File: config.mk
export PLATFORM = sky130hd
export DESIGN_NAME = mux8_rr_arbiter
export DESIGN_NICKNAME = d
export VERILOG_FILES = /design/src/rtl/mux_arb_pkg.sv /design/src/rtl/rr_pick8.sv /design/src/rtl/mux8_rr_arbiter.sv
export SDC_FILE = /design/constraint.sdc
export NUM_CORES = 1
export LEC_CHECK = 0
export CAP_MARGIN = 10
export CORE_MARGIN = 2
export CORE_UTILIZATION = 54
export CTS_CLUSTER_SIZE = 10
export DETAILED_ROUTE_END_ITERATION = 10
export GPL_ROUTABILITY_DRIVEN = 0
export GPL_TIMING_DRIVEN = 1
export PLACE_DENSITY = 0.85
export SLEW_MARGIN = 20
export SYNTH_ARGS = -nofsm -noshare
export SYNTH_HDL_FRONTEND = slang
export SYNTH_SLANG_ARGS = --single-unit
export TNS_END_PERCENT = 1
File: constraint.sdc
create_clock -name clk -period 8.7 [get_ports clk]
set_input_delay 1.74 -clock clk [delete_from_list [all_inputs] [get_ports clk]]
set_output_delay 1.74 -clock clk [all_outputs]
set_load 0.05 [all_outputs]
File: src/rtl/mux_arb_pkg.sv
// Shared constants and FSM state type for the 8-way round-robin mux arbiter.
package mux_arb_pkg;

    localparam int unsigned N_REQ  = 8;
    localparam int unsigned SEL_W  = 3;
    localparam int unsigned HOLD_W = 4;

    typedef enum logic {
        IDLE  = 1'b0,
        GRANT = 1'b1
    } state_t;

endpackage

File: src/rtl/rr_pick8.sv
// Combinational round-robin picker: first set req bit at ptr, ptr+1, ... mod 8.
// Rotates req so ptr lands at bit 0, priority-encodes the lowest set bit,
// then adds ptr back to recover the absolute index.
module rr_pick8
    import mux_arb_pkg::*;
(
    input  logic [N_REQ-1:0] req,
    input  logic [SEL_W-1:0] ptr,
    output logic             found,
    output logic [SEL_W-1:0] idx
);

    logic [2*N_REQ-1:0] dbl;
    logic [N_REQ-1:0]   rot;
    logic [SEL_W-1:0]   off;

    // Rotate right by ptr via a doubled vector, then find the lowest set bit.
    always_comb begin
        dbl   = {req, req} >> ptr;
        rot   = dbl[N_REQ-1:0];
        off   = '0;
        found = 1'b0;
        for (int unsigned i = 0; i < N_REQ; i++) begin
            if (rot[i] && !found) begin
                found = 1'b1;
                off   = SEL_W'(i);
            end
        end
        idx = ptr + off;
    end

endmodule

File: src/rtl/mux8_rr_arbiter.sv
// 8:1 mux with round-robin arbiter: registered one-hot grant, binary select,
// and a combinational output tap of the granted input.
// Optional per-owner hold limit: define ARB_HOLD_LIMIT_EN to enable it.
module mux8_rr_arbiter
    import mux_arb_pkg::*;
#(
    parameter int unsigned HOLD_MAX = 4
) (
    input  logic             clk,
    input  logic             rst_n,
    input  logic [N_REQ-1:0] req,
    input  logic [N_REQ-1:0] in,
    output logic [N_REQ-1:0] gnt,
    output logic [SEL_W-1:0] sel,
    output logic             gnt_valid,
    output logic             out
);

    state_t           state_q, state_d;
    logic [N_REQ-1:0] gnt_d;
    logic [SEL_W-1:0] sel_d;
    logic             valid_d;
    logic [SEL_W-1:0] ptr, ptr_d;
    logic             found;
    logic [SEL_W-1:0] win;
    logic             take;
    logic             preempt;

`ifdef ARB_HOLD_LIMIT_EN
    logic [HOLD_W-1:0] hold_cnt, hold_cnt_d;
    logic [N_REQ-1:0]  others;

    // Preempt the owner once it has held HOLD_MAX cycles and someone else waits.
    always_comb begin
        others       = req;
        others[sel]  = 1'b0;
        preempt      = (hold_cnt == HOLD_W'(HOLD_MAX)) && (|others);
    end
`else
    logic [HOLD_W-1:0] hold_max_unused;
    assign hold_max_unused = HOLD_W'(HOLD_MAX);
    assign preempt         = 1'b0;
`endif

    rr_pick8 u_pick (
        .req   (req),
        .ptr   (ptr),
        .found (found),
        .idx   (win)
    );

    // State, grant, select and pointer registers.
    always_ff @(posedge clk or negedge rst_n) begin
        if (!rst_n) begin
            state_q   <= IDLE;
            gnt       <= '0;
            sel       <= '0;
            gnt_valid <= 1'b0;
            ptr       <= '0;
`ifdef ARB_HOLD_LIMIT_EN
            hold_cnt  <= '0;
`endif
        end else begin
            state_q   <= state_d;
            gnt       <= gnt_d;
            sel       <= sel_d;
            gnt_valid <= valid_d;
            ptr       <= ptr_d;
`ifdef ARB_HOLD_LIMIT_EN
            hold_cnt  <= hold_cnt_d;
`endif
        end
    end

    // Next-state logic: hold, hand over without a gap, or drop to idle.
    // Preemption needs no masking of the owner's bit: ptr is already sel+1,
    // so the owner has lowest priority and another pending bit always wins.
    always_comb begin
        state_d = state_q;
        gnt_d   = gnt;
        sel_d   = sel;
        valid_d = gnt_valid;
        ptr_d   = ptr;
        take    = 1'b0;
`ifdef ARB_HOLD_LIMIT_EN
        hold_cnt_d = hold_cnt;
`endif
        case (state_q)
            IDLE: begin
                if (found) take = 1'b1;
            end
            GRANT: begin
                if (req[sel] && !preempt) begin
`ifdef ARB_HOLD_LIMIT_EN
                    if (hold_cnt != '1) hold_cnt_d = hold_cnt + HOLD_W'(1);
`endif
                end else if (found) begin
                    take = 1'b1;
                end else begin
                    state_d = IDLE;
                    gnt_d   = '0;
                    valid_d = 1'b0;
                end
            end
            default: state_d = IDLE;
        endcase
        if (take) begin
            state_d    = GRANT;
            gnt_d      = '0;
            gnt_d[win] = 1'b1;
            sel_d      = win;
            valid_d    = 1'b1;
            ptr_d      = win + SEL_W'(1);
`ifdef ARB_HOLD_LIMIT_EN
            hold_cnt_d = HOLD_W'(1);
`endif
        end
    end

    // Output tap of the granted input, forced low when nothing is granted.
    assign out = gnt_valid ? in[sel] : 1'b0;

endmodule
==> impl_metrics.toml <==
[cells_and_area]
syn_to_final_growth_pct = 23.96
num_antenna_cells = 0
nNetsFinal = 174
drive_gt1_share_pct = 12.50

[floorplan]
num_rows = 18
die_h_um = 53.96
dieArea_um2 = 2911
ios = 31
start_util_pct = 55.92
die_x_um = 53.96
core_um2 = 2410

[synthesis]
yosys-mux-area-fraction_pct = 32.68
ys_top_cells_by_count = "17 x mux2i_1, 16 x dfrtp_1, 13 x nand2_1"
synth_edf_count = 0
synthCells = 126
synth_most_common_cell = "mux2i_1"
synth_area_leaders = "dfrtp_1 30%, mux4_2 17%, mux2i_1 13%, a22o_1 5.8%, nand2_1 3.6%"
syn_avg_cell_area_um2 = 10.69
yosysTopAreaCell = "dfrtp_1"
synth-simple-area-share_pct = 13.28
syn_area_um2 = 1348
synthFlopType = "dfrtp_1"
yosysSeqAreaShare_pct = 29.71
synth_cell_types = 34
synth_fa_ha_area_share_pct = 3.343
yosys_warnings = 0
synth_xor_area_share_pct = 2.600
synth_top_family_by_area = "multiplexers"
syn_nets = 147
synthArstFlopShare_pct = 100.0
synth_compound_area_share_pct = 12.63
synth_top_area_share_pct = 29.71
yosys_register_bits = 16

[timing]
fmax_ghz = 0.1894
min_period_over_period_pct = 60.70
period_minus_slack_ps = 5281
finClkSkew_ps = 5.768
setup_viol = 0
drv_slew = 0
worst_slew_pin_slew_ps = 703.0
rsz0062_at_grt = "no"
hold_slack_ps = 512.7
finalHoldViolCount = 0
max-slew-margin-rel_pct = 52.99
tns_ps = 0

[route]
vias = 1083
drc = 0
wl_per_cell_um = 16.35
totalWireLength_um = 2976
via_per_inst = 5.951
antenna_left = 0
drtPass1Iterations = 4
drtIter0Drc = 15

[global_routing]
overflow = 0
grt_pass1_vias = 1037
grt_max_degree = 18
grt.total_usage_pct = 23.91
grt_pass1_wl_um = 4926
grt_antenna_before_repair = 0

[flow_run]
drv_cap = 0

[hold_path]
holdCritStartpoint = "gnt_valid"
hold_path.class = "flop to flop"
min_to = "gnt_valid"
hold_depth = 2

[critical_path]
crit_type = "input port to output port"
cp.required_ps = 6960
timing.rr.end = "ptr[2]"
start_kind = "input port"
worst-r2r-setup-slack_ps = 4650
worstPathArrival_ps = 3540
r2r-start = "ptr[1]"
r2r_cells = 13
cp_max_fo = 1
worstSetupEndpointType = "output port"

[status]
status = "completed"

[clocking]
postCtsSetupBuffers = 0
clk_latency_ps = 290
tritoncts = "done"
cts-root-buf = "clkbuf_4"
postCtsHoldBufs = 0
cts_htree_levels = 1
cts_buffer_depth = 2
cts.sinks = 16
ctsResizeCount = 0
path_clk_slew_ps = 90
cts_buffers = 3

[placed_design]
io_buffers = 30
dpl.hpwl_um = 2399
==> metal layers <==
metal | track usage [%] | vias up | share of wire [%]
met5 | 0 | - | 0
met2 | 38.41 | 25 | 49
met1 | 33.87 | 520 | 46
met3 | 5.000 | 4 | 4.5
li1 | - | 534 | -
met4 | 3.419 | 0 | 0.64
==> worst max-delay path, cell delays in order <==
cell             delay [ps]
clkdlybuf4s50_1         420
mux4_2                  480
mux2i_1                 160
nor2b_1                  60
clkdlybuf4s50_1         690
==> area by class of cell <==
cell class / instances / area (um^2)
well taps: 30 / 37.54
repair buffers: 30 / 300.3
fillers: 185 / 739.5
clock buffers: 4 / 36.28
inverters: 7 / 26.28
multi-input cells: 95 / 869.6
flip-flops and latches: 16 / 400.4
==> worst max path at each step <==
stage | startpoint | slack, ps | depth (start not counted) | endpoint
6_report | in[7] | 3420 | 5 | out
5_1_grt | in[5] | 3330 | 5 | out
4_1_cts | in[5] | 3410 | 5 | out
3_5_place_dp | req[3] | 3350 | 14 | ptr[2]
3_3_place_gp | in[6] | 3460 | 5 | out
2_1_floorplan | req[4] | 4110 | 14 | ptr[2]
==> per-stage QoR <==
stage	cell area, um^2	util, %	setup slack, ps	std cells
6_report	1670	69.31	3419	182
5_1_grt	1670	69.31	3334	182
4_1_cts	1670	69.31	3412	182
3_5_place_dp	1634	67.81	3346	178
3_3_place_gp	1634	67.81	3463	178
2_1_floorplan	1348	-	4108	126
==> placed cells by master, fill, tap and decap left out <==
cell,count
and2_1,4
ha_1,2
o311ai_0,1
nor3_1,3
clkdlybuf4s50_1,30
nand3_1,3
dfrtp_1,16
mux2i_1,17
and2_4,1
nand2_1,13
a32o_1,1
a21o_1,1
nand4_1,2
a22o_1,9
fa_1,1
clkbuf_8,1
xor2_1,3
or4_1,1
and4_1,1
mux4_2,10
mux2_2,4
and3_1,2
a31oi_1,1
o22ai_1,1
clkinv_1,1
nor2b_1,2
a31o_1,1
o21ai_0,7
xnor2_1,1
clkbuf_4,3
nand2b_1,2
inv_1,6
o32ai_1,1
==> sequential cells by signal, indices dropped and copies added, names as in the netlist <==
register	flops
gnt	8
sel	3
ptr	3
gnt_valid	1
state_q	1
==> cell families (layout without fill, tap and decap cells) <==
family | after synthesis | after routing
AOI/OAI and AO/OA | 23 | 23
muxes | 31 | 31
xor gates and xnor gates | 4 | 4
DFF | 16 | 16
and+or+nand+nor | 34 | 34
adders and majority gates | 3 | 3
buffers and inverters | 15 | 41
Power is not shown: default switching activity piles up to over one toggle a cycle in this logic, so the estimate is an artifact.
==> patch (same flow settings) <==
The package constant `N_REQ` goes from 8 to 9.
--- a/src/rtl/mux_arb_pkg.sv
+++ b/src/rtl/mux_arb_pkg.sv
@@ -1,7 +1,7 @@
 // Shared constants and FSM state type for the 8-way round-robin mux arbiter.
 package mux_arb_pkg;
 
-    localparam int unsigned N_REQ  = 8;
+    localparam int unsigned N_REQ  = 9;
     localparam int unsigned SEL_W  = 3;
     localparam int unsigned HOLD_W = 4;
 
Ports: changed (resized gnt, in and req); port bits go from 31 to 34. The function was not compared with the original's and may differ.
==> patch against the unedited design <==
- final cell count rose by 7.1%
- routed wire length increased by 14%
- setup slack improved by 0.034 ns
- cell area is 11% higher
- sequential cell count unchanged
- global-route usage is 1.9 points lower
- area after synthesis increased by 14%
==> patch: results (changes against the unedited design) <==
- Slew Limit Fails: 0 (unchanged)
- First-pass GRT wire length: 5690 µm (was 4930 µm)
- Slowest CP cell: clkdlybuf4s50_1 (unchanged)
- Diode count: 0 (unchanged)
- Lkg Pwr: 0.737 nW
- Top post-synthesis cells by area: dfrtp_1, mux4_2, a32o_1 (was dfrtp_1, mux4_2, mux2i_1)
- YS warnings: 0 (unchanged)
- Routed WL per cell: 17.4 µm (was 16.4 µm)
- Clock root buffer: clkbuf_4 (unchanged)
- Worst-path maximum fanout: 1 (unchanged)
- P_comb: 0.640 mW
- Worst Skew: 0.00840 ns (was 0.00577 ns)
- NumNets Final: 188 (was 174)
- Post-CTS sizing: 0 (unchanged)
- Maximum number of pins on one net before global-route repair: 26 (was 18)
- WP data arrival: 3.51 ns (was 3.54 ns)
- Total setup buffers inserted after CTS: 0 (unchanged)
- Worst-Skew Late Latency: 0.30 ns
- DRT iter0 DRCs: 31 (was 15)
- Post-synthesis cell type count: 49 (was 34)
- Worst slew pin tran: 0.958 ns (was 0.703 ns)
- Drt pass-1 iters: 4 (unchanged)
- CP delay by family, top: buffers and inverters (unchanged)
- NetSw: 0.441 mW
- CTS Buf Count: 3 (unchanged)
- Vias in the first global route: 1,278 (was 1,037)
- Worst hold path class: register to register (unchanged)
- Sequential fraction of the synthesis area: 0.260 (was 0.297)
- Total Power: 0.858 mW
- Reg2Reg Setup Slack: 4.46 ns (was 4.65 ns)
- Reg-to-Reg Start: ptr[1] (unchanged)
- Syn Nets: 160 (was 147)
- DP HPWL: 2600 µm (was 2400 µm)
- Filler cell count: 210 (was 185)
- Initial antenna violation count: 0 (unchanged)
- PortBufs: 31 (was 30)
- Crit path launch: in[7] (unchanged)
- Largest regs: gnt (8), ptr (3), sel (3) (unchanged)
- GRT Overall Usage: 0.220 (was 0.239)
- Clock transition at the registers of the reported paths: 0.09 ns (about the same)
- Share of layout cells above drive strength 1: 0.201 (was 0.125)
- Status: complete, no violations (unchanged)
- CP max stage delay: 0.69 ns (about the same)
- Peak supply drop: 0.471 mV
- Vias per cell: 6.44 (was 5.95)
- Worst Min Path Start: gnt[4] (was gnt_valid)
- Top cells by instance count after synthesis: dfrtp_1, a32o_1, nand2_1 (was mux2i_1, dfrtp_1, nand2_1)
- Max Buffers Root-to-Sink: 2 (unchanged)
- Clock power frac: 0.058
==> patch: cell count changes in the layout (fill, tap and decap cells not counted), moves of 3 or more <==
cell      before  now
nand2_1       13    8
mux2i_1       17    4
a21oi_1        0    4
mux4_2        10    7
a32o_1         1    8
mux2_4         0    4
a211oi_1       0    3
nor2b_1        2    7
a22o_1         9    0
nor2_1         0    5
==> patch: kinds of logic after synthesis <==
group,count (synthesis),synth area share
AOI/OAI and AO/OA,38,0.247
xor gates and xnor gates,6,0.0391
adders and majority gates,3,0.0293
buffers and inverters,14,0.0561
DFF,16,0.260
muxes,22,0.219
other,1,0.00244
and+or+nand+nor,37,0.147
==> patch: worst paths after layout <==
| path | to | cells after the start |
|---|---|---|
| worst max-delay path | out | 5 |
| worst min-delay path | gnt[4] | 1 |
| worst max register to register | ptr[2] | 13 |
| worst min register to register | gnt[4] | 1 |
| max in group asynchronous | sel[0] | 1 |
| min in group asynchronous | ptr[0] | 1 |
==> patch: stage by stage <==
| stage | area (µm²) | setup WS [ns] | std cells | hold slack (ns) |
|---|---|---|---|---|
| final | 1860 | 3.45 | 195 | 0.502 |
| after global routing | 1860 | 3.36 | 195 | 0.533 |
| after CTS | 1860 | 3.44 | 195 | 0.505 |
| after detailed placement | 1820 | 3.24 | 191 | 0.484 |
| after global placement | 1820 | 3.34 | 191 | 0.477 |
| after floorplan | 1540 | 4.13 | 137 | 0.561 |
==> patch: area by class of cell <==
type	count	area share
multi-input cells	107	0.565
flip-flops and latches	16	0.215
repair buffers	31	0.167
well taps	31	0.0209
clock buffers	4	0.0195
inverters	6	0.0121
==> patch: layer usage <==
metal / global-route usage / vias up / routed length (µm)
met5: 0 / - / 0
met4: 0.0365 / 0 / 10
met3: 0.0522 / 2 / 167
met2: 0.357 / 43 / 1640
met1: 0.305 / 620 / 1570
li1: - / 590 / -
